`src/rtl/counter_pkg.sv`:
```
// ----------------------------------------------------------------------------
// counter_pkg
//
// Shared definitions for the modulo counter family.
//   CNT_MAX_W      widest counter supported; sizes the next-state struct so a
//                  single packed type serves every WIDTH instance.
//   CNT_MODE_WRAP  wrap at the ends of the count range.
//   CNT_MODE_SAT   hold at the ends of the count range.
//   cnt_next_t     next-state result: next count value plus the wrap and
//                  overflow events that the edge will register.
// ----------------------------------------------------------------------------
package counter_pkg;

    localparam int CNT_MAX_W     = 32;

    localparam int CNT_MODE_WRAP = 0;
    localparam int CNT_MODE_SAT  = 1;

    typedef struct packed {
        logic [CNT_MAX_W-1:0] next_q;    // next count, zero-extended to CNT_MAX_W
        logic                 wrap_evt;  // count crossed an end of the range
        logic                 ovf_evt;   // wrap, blocked step or out-of-range load
    } cnt_next_t;

endpackage

```
`src/rtl/mod_counter_next.sv`:
```
// ----------------------------------------------------------------------------
// mod_counter_next
//
// Combinational next-state function of the modulo counter.
//   Parameters: WIDTH, MODULUS, SATURATE (CNT_MODE_WRAP / CNT_MODE_SAT)
//   Inputs : q        current count
//            en       count enable
//            up       direction, 1 = increment
//            load     load strobe, beats en
//            load_val value to load
//   Output : nxt      next count plus wrap/overflow events
//
// All compares and arithmetic use WIDTH+1 bits so that MODULUS = 2^WIDTH
// (last value = all ones) needs no special casing.
// ----------------------------------------------------------------------------
module mod_counter_next
    import counter_pkg::*;
#(
    parameter int              WIDTH    = 4,
    parameter longint unsigned MODULUS  = 16,
    parameter int              SATURATE = CNT_MODE_WRAP
) (
    input  logic [WIDTH-1:0] q,
    input  logic             en,
    input  logic             up,
    input  logic             load,
    input  logic [WIDTH-1:0] load_val,
    output cnt_next_t        nxt
);

    localparam longint unsigned LAST_L   = MODULUS - 64'd1;
    localparam logic [WIDTH:0]  LAST     = LAST_L[WIDTH:0];
    localparam bit              SAT_MODE = (SATURATE == CNT_MODE_SAT);

    logic [WIDTH:0] q_ext;
    logic [WIDTH:0] load_ext;
    logic [WIDTH:0] next_ext;
    logic           wrap_evt;
    logic           ovf_evt;

    assign q_ext    = {1'b0, q};
    assign load_ext = {1'b0, load_val};

    always_comb begin
        next_ext = q_ext;
        wrap_evt = 1'b0;
        ovf_evt  = 1'b0;

        if (load) begin
            // Out-of-range loads clamp to the last legal value.
            if (load_ext <= LAST) begin
                next_ext = load_ext;
            end else begin
                next_ext = LAST;
                ovf_evt  = 1'b1;
            end
        end else if (en) begin
            if (up) begin
                if (q_ext < LAST) begin
                    next_ext = q_ext + 1'b1;
                end else begin
                    ovf_evt = 1'b1;
                    if (!SAT_MODE) begin
                        next_ext = '0;
                        wrap_evt = 1'b1;
                    end
                end
            end else begin
                if (q_ext != '0) begin
                    next_ext = q_ext - 1'b1;
                end else begin
                    ovf_evt = 1'b1;
                    if (!SAT_MODE) begin
                        next_ext = LAST;
                        wrap_evt = 1'b1;
                    end
                end
            end
        end
    end

    always_comb begin
        nxt          = '0;
        // The extra top bit is always 0 here; the cast just re-sizes.
        nxt.next_q   = CNT_MAX_W'(next_ext);
        nxt.wrap_evt = wrap_evt;
        nxt.ovf_evt  = ovf_evt;
    end

endmodule

```
`src/rtl/mod_counter.sv`:
```
// ----------------------------------------------------------------------------
// mod_counter
//
// Parametrised synchronous modulo counter (0..MODULUS-1) with up/down,
// synchronous load, enable, wrap or saturate mode, terminal count for
// cascading and a sticky overflow flag.
//   Parameters: WIDTH (1..32), MODULUS (2..2^WIDTH), SATURATE (0 wrap, 1 sat)
//   clk       rising-edge clock
//   reset     asynchronous, active-high reset
//   en        count enable
//   up        direction, 1 = increment
//   load      synchronous load, priority over en
//   load_val  value to load (clamped to MODULUS-1 with ovf if too large)
//   clr_ovf   synchronous clear of ovf (a same-edge set wins)
//   q         registered count
//   tc        combinational terminal count, feeds the next stage's en
//   wrap      registered one-cycle pulse alongside the wrapped value
//   ovf       registered sticky overflow
// ----------------------------------------------------------------------------
module mod_counter
    import counter_pkg::*;
#(
    parameter int              WIDTH    = 4,
    parameter longint unsigned MODULUS  = 16,
    parameter int              SATURATE = CNT_MODE_WRAP
) (
    input  logic             clk,
    input  logic             reset,
    input  logic             en,
    input  logic             up,
    input  logic             load,
    input  logic [WIDTH-1:0] load_val,
    input  logic             clr_ovf,
    output logic [WIDTH-1:0] q,
    output logic             tc,
    output logic             wrap,
    output logic             ovf
);

    localparam longint unsigned LAST_L = MODULUS - 64'd1;
    localparam logic [WIDTH:0]  LAST   = LAST_L[WIDTH:0];

    logic [WIDTH-1:0] q_q;
    logic [WIDTH-1:0] q_d;
    logic             wrap_q;
    logic             wrap_d;
    logic             ovf_q;
    logic             ovf_d;
    cnt_next_t        nxt;
    logic             unused_next_bits;

    mod_counter_next #(
        .WIDTH    (WIDTH),
        .MODULUS  (MODULUS),
        .SATURATE (SATURATE)
    ) u_next (
        .q        (q_q),
        .en       (en),
        .up       (up),
        .load     (load),
        .load_val (load_val),
        .nxt      (nxt)
    );

    // Upper struct bits beyond WIDTH are always zero.
    assign unused_next_bits = ^nxt.next_q;

    always_comb begin
        q_d    = nxt.next_q[WIDTH-1:0];
        wrap_d = nxt.wrap_evt;
        // Set beats clear when both land on the same edge.
        if (nxt.ovf_evt) begin
            ovf_d = 1'b1;
        end else if (clr_ovf) begin
            ovf_d = 1'b0;
        end else begin
            ovf_d = ovf_q;
        end
    end

    always_ff @(posedge clk or posedge reset) begin
        if (reset) begin
            q_q    <= '0;
            wrap_q <= 1'b0;
            ovf_q  <= 1'b0;
        end else begin
            q_q    <= q_d;
            wrap_q <= wrap_d;
            ovf_q  <= ovf_d;
        end
    end

    // Unregistered so a cascade of stages advances on the same edge.
    assign tc   = en & (up ? ({1'b0, q_q} == LAST) : (q_q == '0));

    assign q    = q_q;
    assign wrap = wrap_q;
    assign ovf  = ovf_q;

endmodule

```
`config.mk`:
```
export PLATFORM = sky130hd
export DESIGN_NAME = mod_counter
export DESIGN_NICKNAME = d
export VERILOG_FILES = /design/src/rtl/counter_pkg.sv /design/src/rtl/mod_counter_next.sv /design/src/rtl/mod_counter.sv
export SDC_FILE = /design/constraint.sdc
export NUM_CORES = 1
export LEC_CHECK = 0
export CORE_AREA = 3 3 40 42
export CTS_CLUSTER_DIAMETER = 100
export DETAILED_ROUTE_END_ITERATION = 12
export DIE_AREA = 0 0 43 45
export DONT_BUFFER_PORTS = 1
export SLEW_MARGIN = 10
export SYNTH_ARGS = -nofsm -noshare
export SYNTH_HDL_FRONTEND = slang
export SYNTH_SLANG_ARGS = --single-unit
```
`constraint.sdc`:
```
create_clock -name clk -period 1.7 [get_ports clk]
set_clock_uncertainty 0.1 [all_clocks]
set_input_delay 0.34 -clock clk [delete_from_list [all_inputs] [get_ports clk]]
set_output_delay 0.34 -clock clk [all_outputs]
set_load 0.01 [all_outputs]
```
After elaboration in Yosys (flattened, before gate mapping)
Cells that the tools add are included.
{"block": "classes", "reduce_logical": 4, "addsub": 2, "mul": 0, "n_eq_ne": 1, "n_bitwise": 1, "shifts": 0, "magnitude_cmp": 2, "mux": 16, "div": 0}
{"op": "two-way mux 4 bit", "count": 6}
{"op": "two-way mux 1 bit", "count": 10}
{"op": "nonzero test 5 bit", "count": 1}
{"op": "adder 4 x 1 -> 4 bit (second input constant)", "count": 1}
{"op": "== test 4 bit (second input constant)", "count": 1}
{"op": "<= comparator 4 bit (second input constant)", "count": 1}
{"op": "logical NOT 4 bit", "count": 1}
{"op": "less-than comparator 4 bit (second input constant)", "count": 1}
{"op": "nonzero test 2 bit", "count": 2}
{"op": "subtractor 4 x 1 -> 4 bit (second input constant)", "count": 1}
{"op": "AND 1 bit", "count": 1}
{"block": "word_totals", "out_inout_bits": 7, "mem_bits_rw": 0, "ff_bits": 6, "rom_bits": 0, "elab_cells": 29, "n_memories": 0, "in_bits": 10, "latchBits": 0}

Logic depth before layout (Yosys ltp)
Gate-level depths: netlist of the first run.
{"block": "logic_depth", "depth_word": 6, "mapped_depth": 7, "depth_no_buf": 6}

Modules after synthesis
From an unflattened synthesis of the first run, not the netlist that was laid out.
{"block": "hier_totals", "cells_unflattened": 80, "area_unflattened_um2": 651.9}
{"mod": "mod_counter_next", "cells_per_inst": 66, "seq_area_each_um2": 0.0, "instances": 1, "area_each_um2": 456.7}
{"mod": "mod_counter", "cells_per_inst": 14, "seq_area_each_um2": 150.1, "instances": 1, "area_each_um2": 195.2}

Least setup slack after synthesis of the first run
Ideal clock, no wire load.
{"block": "synth_timing", "path_type": "register to output", "start": "register q_q[0], in the netlist q[0]", "end": "output tc", "required_ns": 1.260, "path_stages_with_launch": 8, "arrival_time_ns": 1.485, "path_buffers": 1, "setup_slack_ns": -0.225, "path_cell_list": "dfrtp_1 > buf_2 > inv_1 > ha_1 > or3b_4 > o21ai_0 > nand2_1 > inv_1"}
{"block": "synth_via", "elab_chain_cells": 3, "elab_cells_between_ends": 4, "classes_between": "1 x eq/ne; 1 x mux; 1 x bitwise; 1 x reduce/logical"}
{"item": "start: declaration", "line_no": "mod_counter.sv:43", "rtl": "logic [WIDTH-1:0] q_q;"}
{"item": "start signal: assignment", "line_no": "mod_counter.sv:87", "rtl": "q_q <= q_d;"}
{"item": "== test 4 bit / logical NOT 4 bit (equally long branches)", "line_no": "mod_counter.sv:94", "rtl": "assign tc = en & (up ? ({1'b0, q_q} == LAST) : (q_q == '0));"}
{"item": "two-way mux 1 bit *", "line_no": "mod_counter.sv:94"}
{"item": "AND 1 bit *", "line_no": "mod_counter.sv:94"}
{"item": "end: declaration", "line_no": "mod_counter.sv:35", "rtl": "output logic tc,"}
Mark *: on every way between the ends. The rest lies on a longest branch, timed or not.

Final worst setup path of the first run
Ends and elaborated chain as after synthesis.

==> reports/metrics.yaml, run 1 <==
global_route:
  grt_pass1_vias: 388
  track_usage_pct: 11.7
  grt_max_degree: 11
  grt.overflow.total: 0
  grt_pass1_wl_um: 1620
  grt_antenna_before_repair: 0
drt:
  drtIter0Drc: 7
  wl_um: 978
  post_drt_wl_per_cell_um: 13.4
  route.detailed.drc: 0
  num_vias: 373
  via_per_inst: 5.11
  ant_nets: 0
  dr.pass1.iters: 3
logic_synthesis:
  synth-edff-count: 0
  syn_area_per_cell_um2: 8.66
  synthFlopType: "dfrtp_1"
  mappedNetlistArea_um2: 433
  synth_seq_cells: 6
  yosysSeqAreaShare_pct: 34.7
  ys_warn_count: 0
  ys_types: 26
  synth_nets: 62
  synthCells: 50
  synthArstFlopShare_pct: 100
setup_path:
  crit_arrival_ps: 1490
  endpoint_kind: "output port"
  crit_start: "q[0]"
  crit_path_end: "tc"
  ff2ff_setup_slack_ps: -100
  startpoint_type: "flop"
  crit_type: "flop to output port"
  rr_worst_depth: 8
  cp_max_fo: 2
  r2r_end: "q[0]"
  cp_data_required_time_ps: 1260
  r2r-start: "q[0]"
cts:
  clk_pin_slew_ps: 40
  h-tree-depth: 1
  clock-sinks: 6
  clkLatencyLatePin_ps: 240
  cts_tree: "yes"
  cts_made_buffers: 3
  cts_buffer_depth: 2
  root_buffer: "clkbuf_4"
sta:
  fin_crit_sh_pct: 114
  fin_crit_ps: 1930
  rsz0062_at_grt: "yes"
  fmax_mhz: 518
  slew_headroom_pct: 74.8
  fin_ws_ps: -230
  finalSetupViolCount: 2
  tightestPinTransition_ps: 378
  whs_ps: 60.7
  maxSlewViolCount: 0
  hold_viol_final: 0
place:
  place_area_um2: 477
  dp_hpwl_um: 745
  routabilityCongestion: 0.716
  io_buffer_count: 0
cells_and_area:
  nNetsFinal: 72
  area_growth_pct: 28.3
  fin_area_um2: 556
  drive_gt1_share_pct: 39.7
  diodes: 0
  postLayoutCoreUtil_pct: 43.2
hold_path:
  hold_path.class: "input port to flop"
run:
  maxCapViolCount: 0
floorplan:
  fp.dieH_um: 45
  die_w_um: 43
  fp-row-count: 13
  design.die.area_um2: 1940
  start_util_pct: 33.7
  fp.coreArea_um2: 1280
  ios: 17
power:
  total_power_uw: 463
  power_leakage_uw: 0.000248
  power_density_nw_per_um2: 833
  vdd_drop_max_v: 0.000319
status:
  status: "complete, but fails checks"
  violations: "negative setup slack"
-- synthesized netlist by cell type (all sizes together) (2+ instances only) --
| cell type | instances | area share (%) |
|---|---|---|
| dfrtp | 6 | 35 |
| inv | 6 | 5.2 |
| o21ai | 5 | 6.6 |
| a21oi | 4 | 4.6 |
| buf | 4 | 5.8 |
| nand2 | 4 | 3.5 |
| nor2 | 3 | 2.6 |
| ha | 2 | 5.8 |
| o31ai | 2 | 3.5 |
-- routing by layer --
| metal | part of all wire (%) | vias up | track usage [%] |
|---|---|---|---|
| met3 | 4.6 | 0 | 3.59 |
| met4 | 0 | 0 | 7.23 |
| met2 | 52 | 8 | 19.5 |
| met1 | 43 | 177 | 13.2 |
| met5 | 0 | - | 0 |
| li1 | - | 188 | - |
-- cells in the final DEF (no fill, tap or decap), types with 2 or more instances in the layout --
cell type	netlist	routed
a21oi_1	4	3
buf_4	0	7
inv_2	0	3
clkbuf_4	0	3
nand2_1	4	4
o31ai_1	2	2
nor2_1	3	3
ha_4	0	2
o21ai_0	4	3
o21ai_2	1	2
inv_1	6	3
dfrtp_1	6	6
-- worst max-delay path, cell delays in order (launching register included) --
cell and delay [ps]:
dfrtp_1 380, inv_2 70, ha_4 120, or3b_4 370, o21ai_2 130, nand2_1 90
inv_2 80
-- per-stage QoR --
step / setup slack, ps / cells / TNS (ps)
6_report: -230 / 73 / -325
5_1_grt: -285 / 73 / -443
4_1_cts: -253 / 72 / -253
3_5_place_dp: -59.7 / 66 / -86.6
3_3_place_gp: -39.9 / 66 / -63.1
2_1_floorplan: -136 / 50 / -136
-- state kept, by name, summed over array words and instances, names as in the netlist --
signal	flops
q	4
ovf	1
wrap	1
-- cells by family (layout without fill, tap and decap cells) --
kind of cell	count (synthesis)	count (layout)	synth area share, %
AND/OR/NAND/NOR	11	11	12.7
adder cells (fa/ha/maj)	2	2	5.78
XOR/XNOR	2	2	4.05
AO/OA/AOI/OAI	18	18	29.5
buffers and inverters	10	18	11.0
flip-flops	6	6	34.7
multiplexers	1	1	2.31
-- timing repair --
action                                  4_1_cts  5_1_grt
setup buffers                                 2        1
endpoints found under the setup margin        2        4
pin swaps                                     4        1
hold endpoints to repair                      6        0
hold buffers                                  1        0
gates resized for setup                       4        2
-- worst min path at each step --
stage,end,from,cells past startpoint
finish,wrap,load,1
detailed placement,wrap,reset,1
global placement,q[2],reset,1
global route,wrap,load,1
CTS,wrap,load,1
floorplan,ovf,reset,1
-- power breakdown --
part / internal (uW) / leakage (uW) / switching, uW
logic: 83.1 / 0.000159 / 77.7
registers: 157 / 0.0000755 / 16.6
clock network: 79.7 / 0.0000138 / 49.0
total: 319 / 0.000248 / 143
-- area by class of cell --
cell class / count / area (um2)
tap: 15 / 18.8
sequential: 6 / 150
timing repair buffer: 9 / 73.8
clock buffer: 3 / 22.5
inverter: 6 / 22.5
multi-input combinational: 34 / 268
fill: 129 / 729
Note: power is estimated with default switching activity, not from simulation.
==> inputs of run 2 (changes only) <==
Settings changed: ABC_AREA from default to 1.
==> run 2 against run 1 <==
The run still ends with negative setup slack left. Sequential power increased by 3%. Final cell count rose by 18%. Power increased by 3.6%. Final area rose by 1.6%. Hold slack improved by 9.2 ps.
==> reports/metrics.yaml, run 2 <==
cells_and_area:
  fillCellCount: 134
  nNetsFinal: 85
  largest_register_ffs: 4
  final_common_cell: "nand2_1"
  multi_input_area_um2: 254
  layout_common_cells: "13 x nand2_1, 10 x inv_1, 8 x buf_4, 6 x dfrtp_1, 5 x nand3_1"
  final_cells: 86
  drive_gt1_share_pct: 29.6
  diodes: 0
  area_growth_pct: 27.8
  register_area_um2: 150
place:
  numPlacedInstances: 79
  dp_hpwl_um: 808
  dp_slack_ps: 61.0
  routabilityCongestion: 0.810
  io_buffer_count: 0
cts:
  cts_buffer_depth: 2
  h-tree-depth: 1
  clock-sinks: 6
  clkLatencyLatePin_ps: 250
  root_buffer: "clkbuf_4"
  clk_pin_slew_ps: 40
  cts_tree: "yes"
  cts_made_buffers: 3
sta:
  hold_viol_final: 0
  tightestPinTransition_ps: 244
  whs_ps: 69.8
  finalSetupViolCount: 1
  fin_ws_ps: -82.8
  slew_headroom_pct: 83.7
  fin_crit_sh_pct: 105
  fin_crit_ps: 1780
  rsz0062_at_grt: "yes"
  maxSlewViolCount: 0
  fmax_mhz: 561
hold_path:
  hold_path.class: "input port to flop"
setup_path:
  ff2ff_setup_slack_ps: 270
  worstPathCellList: "inv_2 -> ha_4 -> nand3_2 -> and2_4 -> nor3_2 -> buf_4"
  slowest_delay_ps: 410
  cp_data_required_time_ps: 1260
  r2r_end: "ovf"
  startpoint_type: "flop"
  crit_type: "flop to output port"
  crit_arrival_ps: 1340
  rr_worst_depth: 8
  cp_max_fo: 4
  endpoint_kind: "output port"
  cp_slowest_cell: "dfrtp_1"
  r2r-start: "q[0]"
  crit_start: "q[0]"
  crit_path_end: "tc"
logic_synthesis:
  synth_nets: 72
  mappedNetlistArea_um2: 442
  synthFlopType: "dfrtp_1"
  synthTopCellsByCount: "14 x nand2_1, 12 x inv_1, 6 x dfrtp_1"
  syn_area_per_cell_um2: 7.36
  synth-edff-count: 0
  yosysSeqAreaShare_pct: 34.0
  synth_seq_cells: 6
  ys_types: 19
  yosysMostFrequentCell: "nand2_1"
  yosysTopAreaCell: "dfrtp_1"
  synth_area_leaders: "dfrtp_1 34%, nand2_1 12%, inv_1 10%"
  ys_warn_count: 0
  synthCells: 60
  synthArstFlopShare_pct: 100
  yosysTopAreaCellShare_pct: 34.0
global_route:
  grt_max_degree: 8
  grt.overflow.total: 0
  grt_antenna_before_repair: 0
  track_usage_pct: 12.9
  grt_pass1_vias: 410
  grt_pass1_wl_um: 1740
drt:
  drtIter0Drc: 10
  wl_um: 1130
  post_drt_wl_per_cell_um: 13.1
  route.detailed.drc: 0
  via_per_inst: 5.10
  dr.pass1.iters: 4
  ant_nets: 0
  num_vias: 439
run:
  maxCapViolCount: 0
power:
  power_density_nw_per_um2: 849
  vdd_drop_max_v: 0.000412
  power_leakage_uw: 0.000300
floorplan:
  fp.coreArea_um2: 1280
  fp-row-count: 13
  start_util_pct: 34.4
  design.die.area_um2: 1940
  ios: 17
  die_w_um: 43
  fp.dieH_um: 45
status:
  violations: "negative setup slack"
  status: "complete, but fails checks"
## run 2: cell type report
type                            count  area share, %
Inverter                           13           8.65
Tap cell                           15           3.33
Sequential cell                     6           26.6
Timing Repair Buffer                9           12.4
Multi-Input combinational cell     40           45.0
Clock buffer                        3           3.99
## run 2: repair_timing
item                                    4_1_cts  5_1_grt
pin swaps                                     3        0
hold buffers                                  1        0
endpoints found under the hold margin         6        0
setup buffers                                 2        1
resized for setup                             7        0
gates cloned                                  0        0
endpoints found under the setup margin        1        1
## run 2: worst max-delay path, delay by kind of cell (launching register included)
family        cells  cell delay, ps
flops             1             410
fa+ha+maj         1             140
buf+inv           2             240
simple gates      3             300
## run 2: kinds of logic after synthesis
| group | after synthesis | synth area share [%] |
|---|---|---|
| AO/OA/AOI/OAI | 9 | 13.6 |
| XOR/XNOR | 2 | 3.97 |
| adder cells (fa/ha/maj) | 2 | 5.66 |
| buffers and inverters | 14 | 13.6 |
| flip-flops | 6 | 34.0 |
| AND/OR/NAND/NOR | 27 | 29.2 |
## run 2: layer usage
layer	routed length [um]	global-route usage, %	up-vias
li1	-	-	219
met1	476	14.0	198
met2	531	19.5	20
met3	109	7.97	2
met4	9	7.23	0
met5	0	0	-
## run 2: per-stage QoR
step / TNS, ps / cell area [um2] / util (%) / power, uW
floorplan: 0 / 442 / - / 280
global placement: 0 / 487 / 37.9 / 318
detailed placement: 0 / 487 / 37.9 / 317
CTS: -77.2 / 557 / 43.3 / 478
global route: -162 / 564 / 43.9 / 515
finish: -82.8 / 564 / 43.9 / 479
## run 2: worst min-delay path by stage
stage             from    to  cells after the start
2_1_floorplan    reset   ovf                      1
3_3_place_gp     reset  wrap                      1
3_5_place_dp     reset  q[2]                      1
4_1_cts        clr_ovf   ovf                      1
5_1_grt        clr_ovf   ovf                      1
6_report       clr_ovf   ovf                      1
## run 2: power by group
part / switching (uW) / total, uW / internal [uW]
Clock: 51.3 / 131 / 79.8
Combinational: 89.6 / 169 / 79.8
Sequential: 20.2 / 179 / 159
==> inputs of run 3 (changes only) <==
Settings changed: CTS_CLUSTER_DIAMETER 100 to 40.
==> results of run 3 <==
The final DEF is identical to that of run 2; final timing and power are the same.
